==> config.mk <==
export PLATFORM = sky130hd
export DESIGN_NAME = sym_sched
export DESIGN_NICKNAME = d
export VERILOG_FILES = /design/src/rtl/demod_pkg.sv /design/src/rtl/sym_phase_cnt.sv /design/src/rtl/sym_sched.sv
export SDC_FILE = /design/constraint.sdc
export NUM_CORES = 1
export LEC_CHECK = 0
export CAP_MARGIN = 0
export CORE_MARGIN = 2
export CORE_UTILIZATION = 30
export CTS_CLUSTER_SIZE = 30
export DETAILED_ROUTE_END_ITERATION = 6
export PLACE_DENSITY = 0.46
export SYNTH_ARGS = -nofsm -noshare
export SYNTH_HDL_FRONTEND = slang
export SYNTH_SLANG_ARGS = --single-unit
==> constraint.sdc <==
create_clock -name clk -period 6.3 [get_ports clk]
set_clock_uncertainty 0.15 [all_clocks]
set_input_delay 1.89 -clock clk [delete_from_list [all_inputs] [get_ports clk]]
set_output_delay 1.89 -clock clk [all_outputs]
set_load 0.01 [all_outputs]
==> src/rtl/demod_pkg.sv <==
// Shared definitions for the MPSK demodulator control blocks.
//   - frame FSM state encodings (ST_*)
//   - one-symbol period adjustment kinds (ADJ_*)
//   - minimum accepted samples-per-symbol and default widths
package demod_pkg;

  localparam int DEF_CNT_WIDTH = 8;
  localparam int DEF_LEN_WIDTH = 16;
  localparam int SPS_MIN       = 2;

  typedef enum logic [1:0] {
    ST_IDLE  = 2'd0,
    ST_ACQ   = 2'd1,
    ST_TRACK = 2'd2,
    ST_FLUSH = 2'd3
  } state_t;

  typedef enum logic [1:0] {
    ADJ_NONE  = 2'd0,
    ADJ_EARLY = 2'd1,
    ADJ_LATE  = 2'd2
  } adj_t;

endpackage

==> src/rtl/sym_phase_cnt.sv <==
// Sample-phase counter and symbol strobe generator.
//   clk, rstn         : clock, async active-low reset
//   en                : counting enable (ACQ/TRACK); phase and pending
//                       adjustment are cleared while low
//   sps               : latched samples per symbol
//   adj_early/late    : period nudge, sampled only in the strobe cycle
//   stb               : high on the last sample of the current period
module sym_phase_cnt
  import demod_pkg::*;
#(
  parameter int CNT_WIDTH = DEF_CNT_WIDTH
) (
  input  logic                 clk,
  input  logic                 rstn,
  input  logic                 en,
  input  logic [CNT_WIDTH-1:0] sps,
  input  logic                 adj_early,
  input  logic                 adj_late,
  output logic                 stb
);

  localparam logic [CNT_WIDTH:0] ONE_P = {{CNT_WIDTH{1'b0}}, 1'b1};

  adj_t                 adj_q;
  logic [CNT_WIDTH-1:0] phase_q;
  logic [CNT_WIDTH:0]   period;
  logic [CNT_WIDTH:0]   last;

  // One extra bit so sps+1 cannot wrap; the phase itself still fits in
  // CNT_WIDTH bits because its maximum is period-1 = sps.
  always_comb begin
    period = {1'b0, sps};
    case (adj_q)
      ADJ_EARLY: period = {1'b0, sps} - ONE_P;
      ADJ_LATE:  period = {1'b0, sps} + ONE_P;
      default:   period = {1'b0, sps};
    endcase
    last = period - ONE_P;
  end

  assign stb = en && ({1'b0, phase_q} == last);

  always_ff @(posedge clk or negedge rstn) begin
    if (!rstn) begin
      phase_q <= '0;
      adj_q   <= ADJ_NONE;
    end else if (!en) begin
      phase_q <= '0;
      adj_q   <= ADJ_NONE;
    end else if (stb) begin
      phase_q <= '0;
      // Conflicting nudges cancel; the choice lasts exactly one period.
      if (adj_early && !adj_late)      adj_q <= ADJ_EARLY;
      else if (adj_late && !adj_early) adj_q <= ADJ_LATE;
      else                             adj_q <= ADJ_NONE;
    end else begin
      phase_q <= phase_q + CNT_WIDTH'(1);
    end
  end

endmodule

==> src/rtl/sym_sched.sv <==
// Symbol-rate scheduler: frame sequencing (preamble, data, flush) and
// per-stage load enables for the downstream clear-when-disabled chain.
//   clk, rstn                  : clock, async active-low reset
//   start, abort               : frame request (IDLE only) / sync abort
//   sps, pre_len, data_len     : frame configuration, latched at start
//   adj_early, adj_late        : timing-loop nudges for the next period
//   busy, state, sym_idx       : frame status
//   sym_stb, stage_en          : symbol strobe and stage load enables
//   pre_done, frame_done       : end-of-preamble / end-of-frame pulses
//   cfg_err                    : pulse after a rejected start
//
// state | meaning
// IDLE  | waiting for an acceptable start
// ACQ   | preamble symbols, pre_done on the last one
// TRACK | data symbols, each strobe launches stage_en[0]
// FLUSH | NSTAGE cycles draining the stage pipeline, no strobes
module sym_sched
  import demod_pkg::*;
#(
  parameter int CNT_WIDTH = DEF_CNT_WIDTH,
  parameter int LEN_WIDTH = DEF_LEN_WIDTH,
  parameter int NSTAGE    = 4            // must be >= 2
) (
  input  logic                 clk,
  input  logic                 rstn,
  input  logic                 start,
  input  logic                 abort,
  input  logic [CNT_WIDTH-1:0] sps,
  input  logic [LEN_WIDTH-1:0] pre_len,
  input  logic [LEN_WIDTH-1:0] data_len,
  input  logic                 adj_early,
  input  logic                 adj_late,
  output logic                 busy,
  output logic [1:0]           state,
  output logic                 sym_stb,
  output logic [NSTAGE-1:0]    stage_en,
  output logic                 pre_done,
  output logic                 frame_done,
  output logic [LEN_WIDTH-1:0] sym_idx,
  output logic                 cfg_err
);

  localparam int                 FW         = $clog2(NSTAGE);
  localparam int                 DW         = NSTAGE - 1;
  localparam logic [FW-1:0]      FLUSH_LAST = FW'(NSTAGE - 1);
  localparam logic [LEN_WIDTH-1:0] ONE_L    = LEN_WIDTH'(1);

  state_t               st_q;
  logic [CNT_WIDTH-1:0] sps_q;
  logic [LEN_WIDTH-1:0] pre_len_q;
  logic [LEN_WIDTH-1:0] data_len_q;
  logic [LEN_WIDTH-1:0] idx_q;
  logic [FW-1:0]        flush_q;
  logic [DW-1:0]        dly_q;
  logic                 cfg_err_q;
  logic                 run, stb, en0;
  logic                 cfg_ok, last_pre, last_data, last_flush;

  assign run = (st_q == ST_ACQ) || (st_q == ST_TRACK);

  sym_phase_cnt #(.CNT_WIDTH(CNT_WIDTH)) u_phase (
    .clk       (clk),
    .rstn      (rstn),
    .en        (run),
    .sps       (sps_q),
    .adj_early (adj_early),
    .adj_late  (adj_late),
    .stb       (stb)
  );

  assign cfg_ok     = (sps >= CNT_WIDTH'(SPS_MIN)) && (data_len != '0);
  assign last_pre   = (idx_q == pre_len_q - ONE_L);
  assign last_data  = (idx_q == data_len_q - ONE_L);
  assign last_flush = (flush_q == FLUSH_LAST);
  assign en0        = (st_q == ST_TRACK) && stb;

  always_ff @(posedge clk or negedge rstn) begin
    if (!rstn) begin
      st_q       <= ST_IDLE;
      sps_q      <= '0;
      pre_len_q  <= '0;
      data_len_q <= '0;
      idx_q      <= '0;
      flush_q    <= '0;
      dly_q      <= '0;
      cfg_err_q  <= 1'b0;
    end else begin
      cfg_err_q <= 1'b0;
      if (abort) begin
        st_q    <= ST_IDLE;
        idx_q   <= '0;
        flush_q <= '0;
        dly_q   <= '0;
      end else begin
        // Cast keeps the low DW bits: stage_en[i] -> stage_en[i+1].
        dly_q <= DW'({dly_q, en0});
        case (st_q)
          ST_IDLE: begin
            if (start) begin
              if (cfg_ok) begin
                sps_q      <= sps;
                pre_len_q  <= pre_len;
                data_len_q <= data_len;
                idx_q      <= '0;
                st_q       <= (pre_len != '0) ? ST_ACQ : ST_TRACK;
              end else begin
                cfg_err_q <= 1'b1;
              end
            end
          end
          ST_ACQ: begin
            if (stb) begin
              if (last_pre) begin
                st_q  <= ST_TRACK;
                idx_q <= '0;
              end else begin
                idx_q <= idx_q + ONE_L;
              end
            end
          end
          ST_TRACK: begin
            if (stb) begin
              if (last_data) begin
                st_q    <= ST_FLUSH;
                idx_q   <= '0;
                flush_q <= '0;
              end else begin
                idx_q <= idx_q + ONE_L;
              end
            end
          end
          ST_FLUSH: begin
            if (last_flush) begin
              st_q    <= ST_IDLE;
              flush_q <= '0;
            end else begin
              flush_q <= flush_q + FW'(1);
            end
          end
          default: st_q <= ST_IDLE;
        endcase
      end
    end
  end

  assign busy       = (st_q != ST_IDLE);
  assign state      = st_q;
  assign sym_stb    = stb;
  assign stage_en   = {dly_q, en0};
  assign pre_done   = (st_q == ST_ACQ) && stb && last_pre;
  assign frame_done = (st_q == ST_FLUSH) && last_flush;
  assign sym_idx    = idx_q;
  assign cfg_err    = cfg_err_q;

endmodule

# --- Word level (Yosys, flattened, before mapping) ---
# Index checks and enable logic that the tools add are counted.
totals:
  regBits: 74
  latchBits: 0
  ramBits: 0
  mem_bits_ro: 0
  inputBits: 46
  output_inout_bits: 27
  wordCells: 93
  mem_count: 0
op_classes:
  add_sub_neg: 8
  n_mul: 0
  div_mod_pow: 0
  magnitude_cmp: 1
  n_eq_ne: 17
  n_shift: 0
  muxes: 35
  bitwise_logic: 1
  n_reduce_logical: 21
ops:
  columns: ["op", "count"]
  rows:
  - ["16-bit 2-to-1 mux", 7]
  - ["16-bit one-hot mux with 3 select lines", 1]
  - ["2-bit 2-to-1 mux", 17]
  - ["16-bit equality test", 2]
  - ["16-bit nonzero test", 2]
  - ["16-bit by 1-bit subtractor with 16-bit output, second input constant", 2]
  - ["3-bit inequality test, second input constant", 7]
  - ["9-bit one-hot mux with 2 select lines", 1]
  - ["16-bit by 1-bit adder with 16-bit output, second input constant", 1]
  - ["8-bit 2-to-1 mux", 2]
  - ["8-bit by 1-bit adder with 9-bit output, second input constant", 1]
  - ["8-bit by 9-bit equality test with 1-bit output", 1]
  - ["8-bit by 1-bit subtractor with 9-bit output, second input constant", 1]
  - ["9-bit by 1-bit subtractor with 9-bit output, second input constant", 1]
  - ["8-bit by 1-bit adder with 8-bit output, second input constant", 1]
  - ["2-bit equality test, second input constant", 4]
  - ["8-bit by 2-bit greater-or-equal comparator with 1-bit output, second input constant", 1]
  - ["1-bit logical AND", 8]
  - ["2-bit one-hot mux with 4 select lines", 1]
  - ["7-bit AND reduction", 1]
  - ["5-bit AND reduction", 1]
  - ["2-bit by 1-bit equality test with 1-bit output, second input constant", 2]
  - ["1-bit 2-to-1 mux", 4]
  - ["2-bit one-hot mux with 2 select lines", 1]
  - ["other kinds (12)", 13]

# --- Depth between registers and ports, before layout ---
depth:
  ltp_word: 8
  mapped_depth: 17

# --- Cells and area by module ---
# Synthesis repeated with hierarchy kept, for this count alone.
hier_totals:
  cells_unflattened: 584
  area_unflattened_um2: 5589.1
by_module_without_submodules:
  columns: ["module", "instances", "cells_per_inst", "area_per_inst_um2"]
  rows:
  - ["sym_sched", 1, 429, 4289.1]
  - ["sym_phase_cnt", 1, 155, 1300.0]

# --- Worst setup path before layout ---
# OpenSTA, ideal clock, no wires.
synth_path:
  path_type: "register to output"
  from: "register u_phase.adj_q[1]"
  to: "output pre_done"
  t_arrival_ns: 3.552
  required_ns: 4.260
  path_slack_ns: 0.708
  path_stages_with_launch: 14
  n_path_buf: 3
  path_cell_list: "dfrtp_1 > ha_1 > clkbuf_1 > buf_1 > xor2_1 > ha_1 > inv_1 > nor2_1 > o2111ai_2 > or4_1 > o22a_1 > buf_6 > nor3_2 > and3_1"
synth_via:
  elab_chain_cells: 7
synth_rtl:
  columns: ["item", "line_no", "text"]
  rows:
  - ["start, declared", "sym_phase_cnt.sv:24", "adj_t adj_q;"]
  - ["start signal, assigned", "sym_phase_cnt.sv:46", "adj_q <= ADJ_NONE;"]
  - ["start signal, assigned", "sym_phase_cnt.sv:49", "adj_q <= ADJ_NONE;"]
  - ["start signal, assigned", "sym_phase_cnt.sv:53", "if (adj_early && !adj_late) adj_q <= ADJ_EARLY;"]
  - ["2-bit equality test / 2-bit by 1-bit equality test with 1-bit output (equally long branches)", "sym_phase_cnt.sv:33", "case (adj_q)"]
  - ["9-bit one-hot mux with 2 select lines (*)", "sym_phase_cnt.sv:33", null]
  - ["9-bit by 1-bit subtractor with 9-bit output (*)", "sym_phase_cnt.sv:38", "last = period - ONE_P;"]
  - ["8-bit by 9-bit equality test with 1-bit output (*)", "sym_phase_cnt.sv:41", "assign stb = en && ({1'b0, phase_q} == last);"]
  - ["1-bit logical AND (*)", "sym_phase_cnt.sv:41", null]
  - ["via sym_stb", "sym_sched.sv:35", "output logic sym_stb,"]
  - ["1-bit logical AND (*) (2 in a row)", "sym_sched.sv:150", "assign pre_done = (st_q == ST_ACQ) && stb && last_pre;"]
  - ["end, declared", "sym_sched.sv:37", "output logic pre_done,"]
# Mark *: on every way through the listed nets, which the timed path passes. The rest lies on a longest branch.

# --- Worst setup path after layout ---
layout_path:
  from: "register u_phase.adj_q[0]"
  to: "output pre_done"
layout_via:
  elab_chain_cells: 7
layout_rtl:
  columns: ["item", "line_no"]
  rows:
  - ["2-bit equality test / 2-bit by 1-bit equality test with 1-bit output (equally long branches)", "sym_phase_cnt.sv:33"]
  - ["9-bit one-hot mux with 2 select lines (*)", "sym_phase_cnt.sv:33"]
  - ["9-bit by 1-bit subtractor with 9-bit output (*)", "sym_phase_cnt.sv:38"]
  - ["8-bit by 9-bit equality test with 1-bit output (*)", "sym_phase_cnt.sv:41"]
  - ["1-bit logical AND (*)", "sym_phase_cnt.sv:41"]
  - ["1-bit logical AND (*) (2 in a row)", "sym_sched.sv:150"]
# Every way passes the cells marked *; elsewhere a longest branch is shown, timed or not.

==> metrics.cfg <==
[status]
status = completed

[floorplan]
die_x_microns = 137
die_area_sq_um = 18700
core_sq_um = 17300
die_h_microns = 137
top_level_ports = 73
start_util = 0.306
placementRows = 48

[yosys]
synthCells = 573
ys_ff_latch = 74
synth_fp_nets = 639
synthArstFlopShare = 1.00
syn-cell-area_sq_um = 5300
synth-edff-count = 0
synth.avg_cell_area_sq_um = 9.24
yosysSeqAreaShare = 0.350
synth_ff_type = dfrtp_1
ys.warnings.count = 0
synth_cell_types = 74

[critical_path]
cp-end-kind = primary output
critPathKind = reg2out
start_kind = flip-flop
rr_worst_depth = 13
crit_fanout = 9
crit_arrival_ns = 4.11
timing.rr.start = u_phase.adj_q[0]$_DFFE_PN0P_
startpoint = u_phase.adj_q[0]$_DFFE_PN0P_
cp.required_ns = 4.26

[timing]
finalHoldViolCount = 0
fin_crit_ns = 6.15
holdWs_ns = 0.346
post-route-period-util = 0.976
slew_viol_final = 0
max_freq_mhz = 163
setup_tns_ns = 0
relSlewSlack = 0.361
setup_viol = 0
rsz0062_at_grt = no
tightest_slew_ns = 0.956

[routing]
drt-total-wl_microns = 14000
postRouteAntennaNets = 0
wl_per_cell_microns = 16.1
vias = 4511
vias_per_cell = 5.19
drtIter0Drc = 193
drc = 0
dr.pass1.iters = 4

[clock_tree]
clk_latency_ns = 0.34
cts-root-buf = clkbuf_16
clock_path_buffers = 2
htreeDepth = 3
clkTransAtPathRegs_ns = 0.06
cts_tree = yes
cts_buffers = 9
cts_sinks = 74
postCtsHoldBufs = 0

[global_route]
gr-max-usage-layer = met2
grtUsageMet3 = 0.0300
grt_use_met2 = 0.246
grt_pass1_vias = 4447
use_met1 = 0.211
grt.overflow.total = 0
grt_pass1_wl_microns = 22500
grt_use_total = 0.154
antenna_found_initial = 0
grt_max_degree = 75

[cells_and_area]
seqCellArea_sq_um = 1850
multi_input_area_sq_um = 3310
final_nets = 706
final.fill_count = 1757
drive_gt1_frac = 0.137
design_area_sq_um = 6610
diodes = 0
fin_util = 0.382
area_growth_pct = 24.9

[placement]
dp.final_hpwl_microns = 10400
gp_congestion = 0.816
portBuffers = 72
placed_area_sq_um = 6250

[power_and_ir_drop]
p_per_area_nw_per_um2 = 375
p_leak_nw = 2.59
peakVddDrop_v = 0.000152
power_mw = 2.48

[job]
cap_violations = 0

[hold_path]
worstHoldPathCells = 1
worstHoldStart = dly_q[0]$_DFF_PN0_
holdCritPathClass = reg2reg

-- layout make-up --
cell class / count / share of cell area
Multi-Input combinational cell: 441 / 0.500
Sequential cell: 74 / 0.280
Timing Repair Buffer: 78 / 0.117
Tap cell: 225 / 0.0426
Clock buffer: 9 / 0.0341
Inverter: 36 / 0.0208
Clock inverter: 6 / 0.00530
-- flip-flops by register name (all words and copies together) (netlist names), 3 cells and up --
register	count
data_len_q	16
dly_q	3
pre_len_q	16
sps_q	8
sym_idx	16
u_phase.phase_q	8
-- cells in the mapped netlist, types with 16 or more instances --
cell type	number	area [sq um]
nand2_1	17	63.8
mux2_2	42	473
xnor2_1	33	289
ha_1	19	238
and3_1	16	100
a21oi_1	22	110
dfrtp_1	74	1850
o21ai_1	23	115
o31ai_1	18	135
nor2_1	45	169
nand3_1	18	90.1
inv_1	35	131
xor2_1	21	184
-- path summary, 6_finish.rpt --
kind,to,slack (ns)
min in group asynchronous,pre_len_q[3]$_DFFE_PN0P_,1.54
max,pre_done,0.15
max in group asynchronous,sps_q[0]$_DFFE_PN0P_,3.77
min,dly_q[1]$_DFF_PN0_,0.35
max reg2reg,state[1]$_DFFE_PN0P_,2.25
min reg2reg,dly_q[1]$_DFF_PN0_,0.35
-- layer usage --
metal | up-vias | wire length (microns)
met5 | - | 0
met4 | 0 | 162
met3 | 10 | 514
met2 | 67 | 6390
met1 | 2199 | 6910
li1 | 2235 | -
-- where the power goes --
part / internal, mW / leakage (nW) / total (mW) / switching, mW
Combinational: 0.580 / 1.52 / 1.18 / 0.605
Sequential: 0.618 / 0.943 / 0.830 / 0.211
Clock: 0.261 / 0.127 / 0.468 / 0.206
-- cell families after synthesis --
kind of cell / share of synthesized area
compound gates: 0.162
xor+xnor: 0.0893
fa+ha+maj: 0.0487
buf+inv: 0.0444
flops: 0.350
mux: 0.0969
simple gates: 0.209
-- placed cells by master (no fill, tap or decap), types with 16 or more instances in the layout --
master,n
clkdlybuf4s50_1,71
o21ai_1,23
a21oi_1,22
mux2_2,42
o31ai_1,17
inv_1,34
and3_1,16
xnor2_1,33
nor2_1,44
xor2_1,21
nand2_1,17
nand3_1,17
dfrtp_1,73
-- critical path, cell delays in order (launching register included) --
cell and delay [ns]:
dfrtp_1 0.37, inv_1 0.06, ha_2 0.24, inv_4 0.10, ha_1 0.30, a211oi_2 0.11, or4b_4 0.55, o211ai_2 0.11
o2111ai_4 0.17, or4_1 0.51, o22a_4 0.29, nor3_4 0.20, and3_1 0.20, clkdlybuf4s50_1 0.54
-- metrics by stage --
step	worst slack, ns	std cells
floorplan	0.708	573
global placement	0.274	853
detailed placement	0.234	853
CTS	0.00536	868
global route	0.00745	869
finish	0.150	869
-- repair_timing --
item                       4_1_cts  5_1_grt
gates cloned                     0        0
buffers inserted                 0        1
resized for setup                6       14
pin swaps                        0        1
setup endpoints to repair        3        3
Note: power is estimated with default switching activity, not from simulation.
